[src/rtl/msrv32_pkg.sv]
// Shared RV32I encoding constants: immediate-format selectors, major opcodes
// and the request bundle carried through the instruction encoder pipeline.
package msrv32_pkg;

    localparam logic [2:0] IMM_R    = 3'd0;
    localparam logic [2:0] IMM_I    = 3'd1;
    localparam logic [2:0] IMM_S    = 3'd2;
    localparam logic [2:0] IMM_B    = 3'd3;
    localparam logic [2:0] IMM_U    = 3'd4;
    localparam logic [2:0] IMM_J    = 3'd5;
    localparam logic [2:0] IMM_CSR  = 3'd6;
    localparam logic [2:0] IMM_RSVD = 3'd7;

    localparam logic [6:0] OP_LOAD   = 7'b0000011;
    localparam logic [6:0] OP_IMM    = 7'b0010011;
    localparam logic [6:0] OP_AUIPC  = 7'b0010111;
    localparam logic [6:0] OP_STORE  = 7'b0100011;
    localparam logic [6:0] OP_REG    = 7'b0110011;
    localparam logic [6:0] OP_LUI    = 7'b0110111;
    localparam logic [6:0] OP_BRANCH = 7'b1100011;
    localparam logic [6:0] OP_JALR   = 7'b1100111;
    localparam logic [6:0] OP_JAL    = 7'b1101111;
    localparam logic [6:0] OP_SYSTEM = 7'b1110011;

    typedef struct packed {
        logic [2:0]  imm_type;
        logic [31:0] imm;
        logic [6:0]  opcode;
        logic [4:0]  rd;
        logic [4:0]  rs1;
        logic [4:0]  rs2;
        logic [2:0]  funct3;
        logic [6:0]  funct7;
    } enc_req_t;

    // True when v is a sign extension of its low 'bits' bits.
    function automatic logic fits_signed(input logic [31:0] v, input int unsigned bits);
        logic [31:0] hi;
        hi = $signed(v) >>> (bits - 1);
        return (hi == '0) || (hi == '1);
    endfunction

endpackage

[src/rtl/msrv32_imm_scatter.sv]
// Combinational scatter of an immediate into its RV32I format, plus a flag
// raised when the immediate does not fit the chosen format.
module msrv32_imm_scatter
    import msrv32_pkg::*;
(
    input  enc_req_t    req,
    output logic [31:0] instr,
    output logic        err
);

    always_comb begin
        // NOTE: every output gets a default first so no path through the case infers a latch.
        instr = {req.imm[11:0], req.rs1, req.funct3, req.rd, req.opcode};
        err   = !fits_signed(req.imm, 12);
        case (req.imm_type)
            IMM_R: begin
                instr = {req.funct7, req.rs2, req.rs1, req.funct3, req.rd, req.opcode};
                err   = 1'b0;
            end
            IMM_S: begin
                instr = {req.imm[11:5], req.rs2, req.rs1, req.funct3, req.imm[4:0], req.opcode};
            end
            IMM_B: begin
                instr = {req.imm[12], req.imm[10:5], req.rs2, req.rs1, req.funct3,
                         req.imm[4:1], req.imm[11], req.opcode};
                err   = !fits_signed(req.imm, 13) || req.imm[0];
            end
            IMM_U: begin
                instr = {req.imm[31:12], req.rd, req.opcode};
                err   = |req.imm[11:0];
            end
            IMM_J: begin
                instr = {req.imm[20], req.imm[10:1], req.imm[11], req.imm[19:12],
                         req.rd, req.opcode};
                err   = !fits_signed(req.imm, 21) || req.imm[0];
            end
            IMM_CSR: begin
                // CSR addresses are zero-extended, so any upper bit is an error.
                err   = |req.imm[31:12];
            end
            default: ;
        endcase
    end

endmodule

[src/rtl/msrv32_instr_encoder.sv]
// Two-stage valid/ready pipeline around the immediate scatter: S1 captures the
// request, S2 holds the encoded word and its error flag; counts accepted requests.
module msrv32_instr_encoder
    import msrv32_pkg::*;
#(
    parameter int CNT_W = 16
) (
    input  logic             ms_riscv32_mp_clk_in,
    input  logic             ms_riscv32_mp_rst_in,
    input  logic             valid_in,
    output logic             ready_out,
    input  logic [2:0]       imm_type_in,
    input  logic [31:0]      imm_in,
    input  logic [6:0]       opcode_in,
    input  logic [4:0]       rd_in,
    input  logic [4:0]       rs1_in,
    input  logic [4:0]       rs2_in,
    input  logic [2:0]       funct3_in,
    input  logic [6:0]       funct7_in,
    output logic             valid_out,
    input  logic             ready_in,
    output logic [31:0]      instr_out,
    output logic             imm_err_out,
    output logic [CNT_W-1:0] count_out
);

    logic             s1_valid;
    enc_req_t         s1_req;
    logic             s2_valid;
    logic [31:0]      s2_instr;
    logic             s2_err;
    logic [CNT_W-1:0] count;
    logic [31:0]      enc_instr;
    logic             enc_err;
    logic             s2_ready;
    logic             in_fire;

    assign s2_ready  = !s2_valid || ready_in;
    assign ready_out = !s1_valid || s2_ready;
    assign in_fire   = valid_in && ready_out;

    msrv32_imm_scatter u_scatter (
        .req   (s1_req),
        .instr (enc_instr),
        .err   (enc_err)
    );

    always_ff @(posedge ms_riscv32_mp_clk_in) begin
        if (!ms_riscv32_mp_rst_in) begin
            s1_valid <= 1'b0;
            s2_valid <= 1'b0;
            s2_instr <= '0;
            s2_err   <= 1'b0;
            count    <= '0;
        end else begin
            if (ready_out) s1_valid <= valid_in;
            if (s2_ready) begin
                s2_valid <= s1_valid;
                // Only a real word may replace S2 data, so outputs never show a bubble's contents.
                if (s1_valid) begin
                    s2_instr <= enc_instr;
                    s2_err   <= enc_err;
                end
            end
            if (in_fire) count <= count + CNT_W'(1);
        end
    end

    // NOTE: S1 payload is deliberately not reset; s1_valid alone qualifies it.
    always_ff @(posedge ms_riscv32_mp_clk_in) begin
        if (in_fire) begin
            s1_req <= '{imm_type: imm_type_in, imm: imm_in, opcode: opcode_in,
                        rd: rd_in, rs1: rs1_in, rs2: rs2_in,
                        funct3: funct3_in, funct7: funct7_in};
        end
    end

    assign valid_out   = s2_valid;
    assign instr_out   = s2_instr;
    assign imm_err_out = s2_err;
    assign count_out   = count;

endmodule

[config.mk]
export PLATFORM = sky130hd
export DESIGN_NAME = msrv32_instr_encoder
export DESIGN_NICKNAME = d
export VERILOG_FILES = /design/src/rtl/msrv32_pkg.sv /design/src/rtl/msrv32_imm_scatter.sv /design/src/rtl/msrv32_instr_encoder.sv
export SDC_FILE = /design/constraint.sdc
export NUM_CORES = 1
export LEC_CHECK = 0
export ABC_AREA = 0
export CAP_MARGIN = 20
export CORE_UTILIZATION = 52
export DETAILED_ROUTE_END_ITERATION = 6
export HOLD_SLACK_MARGIN = 0.15
export PLACE_DENSITY = 0.81
export SYNTH_ARGS = -nofsm -noshare
export SYNTH_HDL_FRONTEND = slang
export SYNTH_SLANG_ARGS = --single-unit
export TNS_END_PERCENT = 30
[constraint.sdc]
create_clock -name ms_riscv32_mp_clk_in -period 4.7 [get_ports ms_riscv32_mp_clk_in]
set_input_delay 0.94 -clock ms_riscv32_mp_clk_in [delete_from_list [all_inputs] [get_ports ms_riscv32_mp_clk_in]]
set_output_delay 0.94 -clock ms_riscv32_mp_clk_in [all_outputs]
set_load 0.005 [all_outputs]
==> results of run 1 <==
## kinds of logic (layout without fill, tap and decap cells)
kind of cell,count (synthesis),in the layout
mux,15,15
simple gates,158,158
buf+inv,26,160
flops,118,118
xor+xnor,14,14
compound gates,67,67
fa+ha+maj,2,2
## cells in the mapped netlist (all sizes together) (2+ instances only)
cell type	count	area (µm²)
clkbuf	8	30.0
nor3	3	15.0
xor2	8	70.1
nor2	28	110
nand4	11	75.1
o211ai	13	97.6
o21ai	10	50.1
inv	5	18.8
dfxtp	51	1020
nor2b	3	18.8
and4	2	17.5
nand2	69	259
nand2b	9	56.3
nand3	6	30.0
a311oi	8	70.1
o211a	4	40.0
and2	7	43.8
nor4	8	50.1
a21oi	15	75.1
mux2i	14	140
a21boi	10	75.1
buf	13	62.6
xnor2	6	52.6
or3	2	12.5
nand3b	4	30.0
and3	2	13.8
edfxtp	67	2010
## cell usage in the layout, fill, tap and decap left out, types with 9 or more instances in the layout
cell type / count
a21oi_1: 15
clkbuf_16: 18
clkdlybuf4s50_1: 121
dfxtp_1: 51
edfxtp_1: 67
mux2i_1: 14
nand2_1: 69
nand2b_1: 9
nand4_1: 10
nor2_1: 26
o211ai_1: 13
o21ai_0: 10
## path summary, 6_finish.rpt
check | from | endpoint | slack (ns) | cells after the start
worst max-delay path | ready_in | ready_out | 1.52 | 4
worst min-delay path | instr_out[30] | instr_out[30] | 0.46 | 2
worst max register to register | s1_req[66] | instr_out[31] | 2.37 | 4
worst min register to register | instr_out[30] | instr_out[30] | 0.46 | 2
## final cells by class
type / count / area (µm²)
multi-input combinational: 256 / 1570
clock inverter: 8 / 140
tap: 108 / 135
fill: 573 / 2120
timing repair buffer: 123 / 1240
clock buffer: 24 / 513
inverter: 5 / 18.8
sequential: 118 / 3030
## per-stage QoR
stage / utilization / std cells / setup slack [ns] / hold WS, ns
2_1_floorplan: - / 400 / 1.91 / 0.443
3_3_place_gp: 0.684 / 610 / 1.55 / 0.444
3_5_place_dp: 0.684 / 610 / 1.52 / 0.451
4_1_cts: 0.759 / 642 / 1.52 / 0.460
5_1_grt: 0.759 / 642 / 1.48 / 0.476
6_report: 0.759 / 642 / 1.52 / 0.461
## power by group
part           switching [µW]  leakage (µW)  total [µW]  internal [µW]
clock                     423      0.000317        1390            962
combinational            89.8      0.000997         214            124
sequential               42.3       0.00107        1200           1150
total                     555       0.00238        2800           2240
## metal layers
metal	track usage	wire (µm)	vias up
met5	0	0	-
met4	0.126	229	0
met3	0.0755	563	20
met2	0.416	5810	146
met1	0.284	4500	1710
li1	-	-	1695
## worst max-delay path: stages
cell	delay [ns]
clkdlybuf4s50_1	0.49
and3b_2	0.25
inv_1	0.07
clkdlybuf4s50_1	0.49
## state kept, by name, summed over array words and instances, names as in the netlist
| name | count |
|---|---|
| imm_err_out | 1 |
| s1_req | 67 |
| instr_out | 32 |
| s1_valid | 1 |
| valid_out | 1 |
| count_out | 16 |
==> impl_metrics.toml, run 1 <==
[logic_synthesis]
synth_xor_area_frac = 0.0260
synth_compound_area_frac = 0.0988
netlist_instances = 400
ys_ff_latch = 118
synthSimpleGateAreaFrac = 0.171
synth-main-ff-cell = "edfxtp_1"
synth_cell_types = 47
synth_mux_area_frac = 0.0321
syn_nets = 472
synthAdderAreaFrac = 0.00478
synth_top_family_by_area = "simple AND/OR/NAND/NOR gates"
synth-edff-count = 67
yosysSeqAreaShare = 0.644
avgSynthCellArea_um2 = 11.8
synth-async-reset-ratio = 0
synth_warnings = 0
syn_area_mm2 = 0.00471

[floorplanning]
io-pin-count = 122
rows = 34
die_area_mm2 = 0.00945
die_height_um = 97.2
initial_utilization = 0.538
die_w_um = 97.2
coreArea_mm2 = 0.00876

[timing]
setup_tns_ns = 0
fin_crit_ns = 3.18
tightest_slew_ns = 0.971
fmax_mhz = 315
slew_headroom = 0.352
setup_violations = 0
rsz0062_at_grt = "no"
hold_violations = 0
finalClockSkew_ns = 0.0162
timing.final.crit_share = 0.676
final-max-slew-violation-count = 0

[clock_tree]
clock_sinks = 118
clkLatencyLatePin_ns = 0.51
clock_path_buffers = 2
cts_post_setup_buffers_inserted = 0
clk_pin_slew_ns = 0.05
numCtsBuffers = 17
cts_resized = 0
cts_root_buffer = "clkbuf_8"
h-tree-depth = 4
ctsHoldBuffers = 0
cts_tree = "yes"

[setup_path]
cp.required_ns = 3.76
worst_setup_path_end_kind = "output pin"
critical_path_class = "in -> out"
worstPathMaxFanout = 4
cp_data_arrival_time_ns = 2.24
startpoint_type = "input pin"

[drt]
viasPerCell = 5.56
routed_wl_um = 11100
vias = 3571
wl_per_cell_um = 17.3
first_pass_iters = 5
drtIter0Drc = 219
ant_nets = 0
drc = 0

[grt]
grt_antenna_before_repair = 0
grt_max_degree = 46
overflow = 0
grt_pass1_vias = 3683
track_usage = 0.247
grt_pass1_wl_um = 17800

[layout]
fin_nets = 593
layout-drive-gt1-share = 0.0768
fin_area_mm2 = 0.00665
antenna_cells = 0
area.growth.synth_to_final_pct = 41.1

[placed_design]
globalplace.congestion = 0.803
placed_cell_area_mm2 = 0.00599
dp_hpwl_um = 7520
port_buffers = 121

[run_status]
status = "finished, final reports clean"

[job]
maxCapViolCount = 0

[pwr]
total_power_uw = 2800
leakage_uw = 0.00238
vdd_drop_max_v = 0.000292
power.density_mw_per_mm2 = 420

[min_path]
hp-class = "reg -> reg"
No activity file was read; power rests on OpenSTA's default activity.
==> run 2, diff against run 1 <==
--- a/config.mk
+++ b/config.mk
@@ -7,10 +7,10 @@
 export LEC_CHECK = 0
 export ABC_AREA = 0
 export CAP_MARGIN = 20
-export CORE_UTILIZATION = 52
+export CORE_UTILIZATION = 49
 export DETAILED_ROUTE_END_ITERATION = 6
 export HOLD_SLACK_MARGIN = 0.15
-export PLACE_DENSITY = 0.81
+export PLACE_DENSITY = 0.77
 export SYNTH_ARGS = -nofsm -noshare
 export SYNTH_HDL_FRONTEND = slang
 export SYNTH_SLANG_ARGS = --single-unit
==> constraint.sdc (replaced) <==
create_clock -name ms_riscv32_mp_clk_in -period 3.1 [get_ports ms_riscv32_mp_clk_in]
set_input_delay 0.62 -clock ms_riscv32_mp_clk_in [delete_from_list [all_inputs] [get_ports ms_riscv32_mp_clk_in]]
set_output_delay 0.62 -clock ms_riscv32_mp_clk_in [all_outputs]
set_load 0.005 [all_outputs]
==> impl_metrics.toml, run 2 (synthesis gave the netlist of run 1 again) <==
[setup_path]
critical_path_class = "in -> out"
path_cells = "clkdlybuf4s50_1, and3b_2, inv_1, clkdlybuf4s50_1"
max_stage_delay_ns = 0.49
worst_setup_path_end_kind = "output pin"
startpoint_type = "input pin"
cp_data_arrival_time_ns = 1.89
worstPathMaxFanout = 4
worst_path_max_delay_cell = "clkdlybuf4s50_1"
cp_common_cell = "clkdlybuf4s50_1"
cp.required_ns = 2.48

[grt]
track_usage = 0.229
overflow = 0
grt_antenna_before_repair = 0
grt_pass1_vias = 3483
grt_max_degree = 74
grt_pass1_wl_um = 17200

[drt]
first_pass_iters = 6
vias = 3580
drc = 0
routed_wl_um = 10900
viasPerCell = 5.37
drtIter0Drc = 162
wl_per_cell_um = 16.3
ant_nets = 0

[pwr]
power_switching_share = 0.205
leakage_uw = 0.00241
p_int_uw = 3360
power.switching_uw = 866
p_comb_frac = 0.078
seqPwrFrac = 0.428
power.density_mw_per_mm2 = 631
pwr-share-clk = 0.494
vdd_drop_max_v = 0.000369

[clock_tree]
clock_sinks = 118
ctsHoldBuffers = 0
cts_tree = "yes"
clk_pin_slew_ns = 0.05
numCtsBuffers = 17
clkLatencyLatePin_ns = 0.51
h-tree-depth = 4
cts_post_setup_buffers_inserted = 0
cts_root_buffer = "clkbuf_8"
clock_path_buffers = 2
cts_resized = 0

[timing]
setup_violations = 0
tightest_slew_ns = 0.874
fin_crit_ns = 2.51
final-max-slew-violation-count = 0
finalClockSkew_ns = 0.0132
setup_tns_ns = 0
slew_headroom = 0.416
hold_violations = 0
fmax_mhz = 398
setup_slack_ns = 0.589
rsz0062_at_grt = "no"
timing.final.crit_share = 0.810
timing.hold.ws_ns = 0.455

[floorplanning]
initial_utilization = 0.508
io-pin-count = 122
coreArea_mm2 = 0.00928
rows = 35
die_height_um = 100
die_w_um = 100
die_area_mm2 = 0.0100

[layout]
final_cells = 667
fin_nets = 597
mostFrequentLayoutCell = "clkdlybuf4s50_1"
final_cell_mix = "121 x clkdlybuf4s50_1, 69 x nand2_1, 67 x edfxtp_1"
seq_area_mm2 = 0.00303
antenna_cells = 0
largest_reg_flops = 67
layout-drive-gt1-share = 0.0892
largest_register = "s1_req"
fin_util = 0.722
multi_input_area_mm2 = 0.00157
area.growth.synth_to_final_pct = 42.2
fillers = 667

[run_status]
status = "finished, final reports clean"

[min_path]
hp-class = "reg -> reg"

[placed_design]
placedCellCount = 635
dp_slack_ns = 0.590
globalplace.congestion = 0.838
dp_hpwl_um = 7370
port_buffers = 121

[job]
maxCapViolCount = 0
==> run 2: cell count changes in the layout (fill, tap and decap cells not counted) <==
cell,delta
clkinv_1,-2
clkinv_2,+2
inv_4,+1
buf_4,+4
clkbuf_1,-1
clkbuf_8,-2
clkinv_4,+2
==> run 2: path summary, 6_finish.rpt <==
check / start / to / cells past startpoint / slack [ns]
max: ready_in / ready_out / 4 / 0.59
min: instr_out[30] / instr_out[30] / 2 / 0.45
max reg2reg: s1_req[65] / instr_out[11] / 4 / 1.01
min reg2reg: instr_out[30] / instr_out[30] / 2 / 0.45
==> run 2: stage by stage <==
step | area [µm²] | total power, µW
after global routing | 6700 | 4370
after detailed placement | 6050 | 2170
final | 6700 | 4230
after global placement | 6050 | 2150
after CTS | 6700 | 4250
after floorplan | 4710 | 1960
==> run 2: area by class of cell <==
class | instances | share of cell area
multi-input combinational | 256 | 0.234
clock inverter | 11 | 0.0248
timing repair buffer | 127 | 0.189
tap | 129 | 0.0241
sequential | 118 | 0.453
clock buffer | 21 | 0.0719
inverter | 5 | 0.00280
==> run 2: critical path, delay by kind of cell <==
family | cells | cell delay (ns)
AND/OR/NAND/NOR | 1 | 0.25
buffers and inverters | 3 | 1.02
==> run 2: power by group through the flow <==
stage	sequential, µW	combinational [µW]	clock [µW]
global placement	1830	321	0
global route	1820	357	2200
CTS	1810	333	2110
detailed placement	1840	328	0
finish	1810	331	2090
floorplan	1820	143	0
==> run 2: layer usage <==
layer / track usage / share of wire
met1: 0.275 / 0.41
met2: 0.389 / 0.51
met3: 0.0550 / 0.052
met4: 0.111 / 0.026
met5: 0 / 0
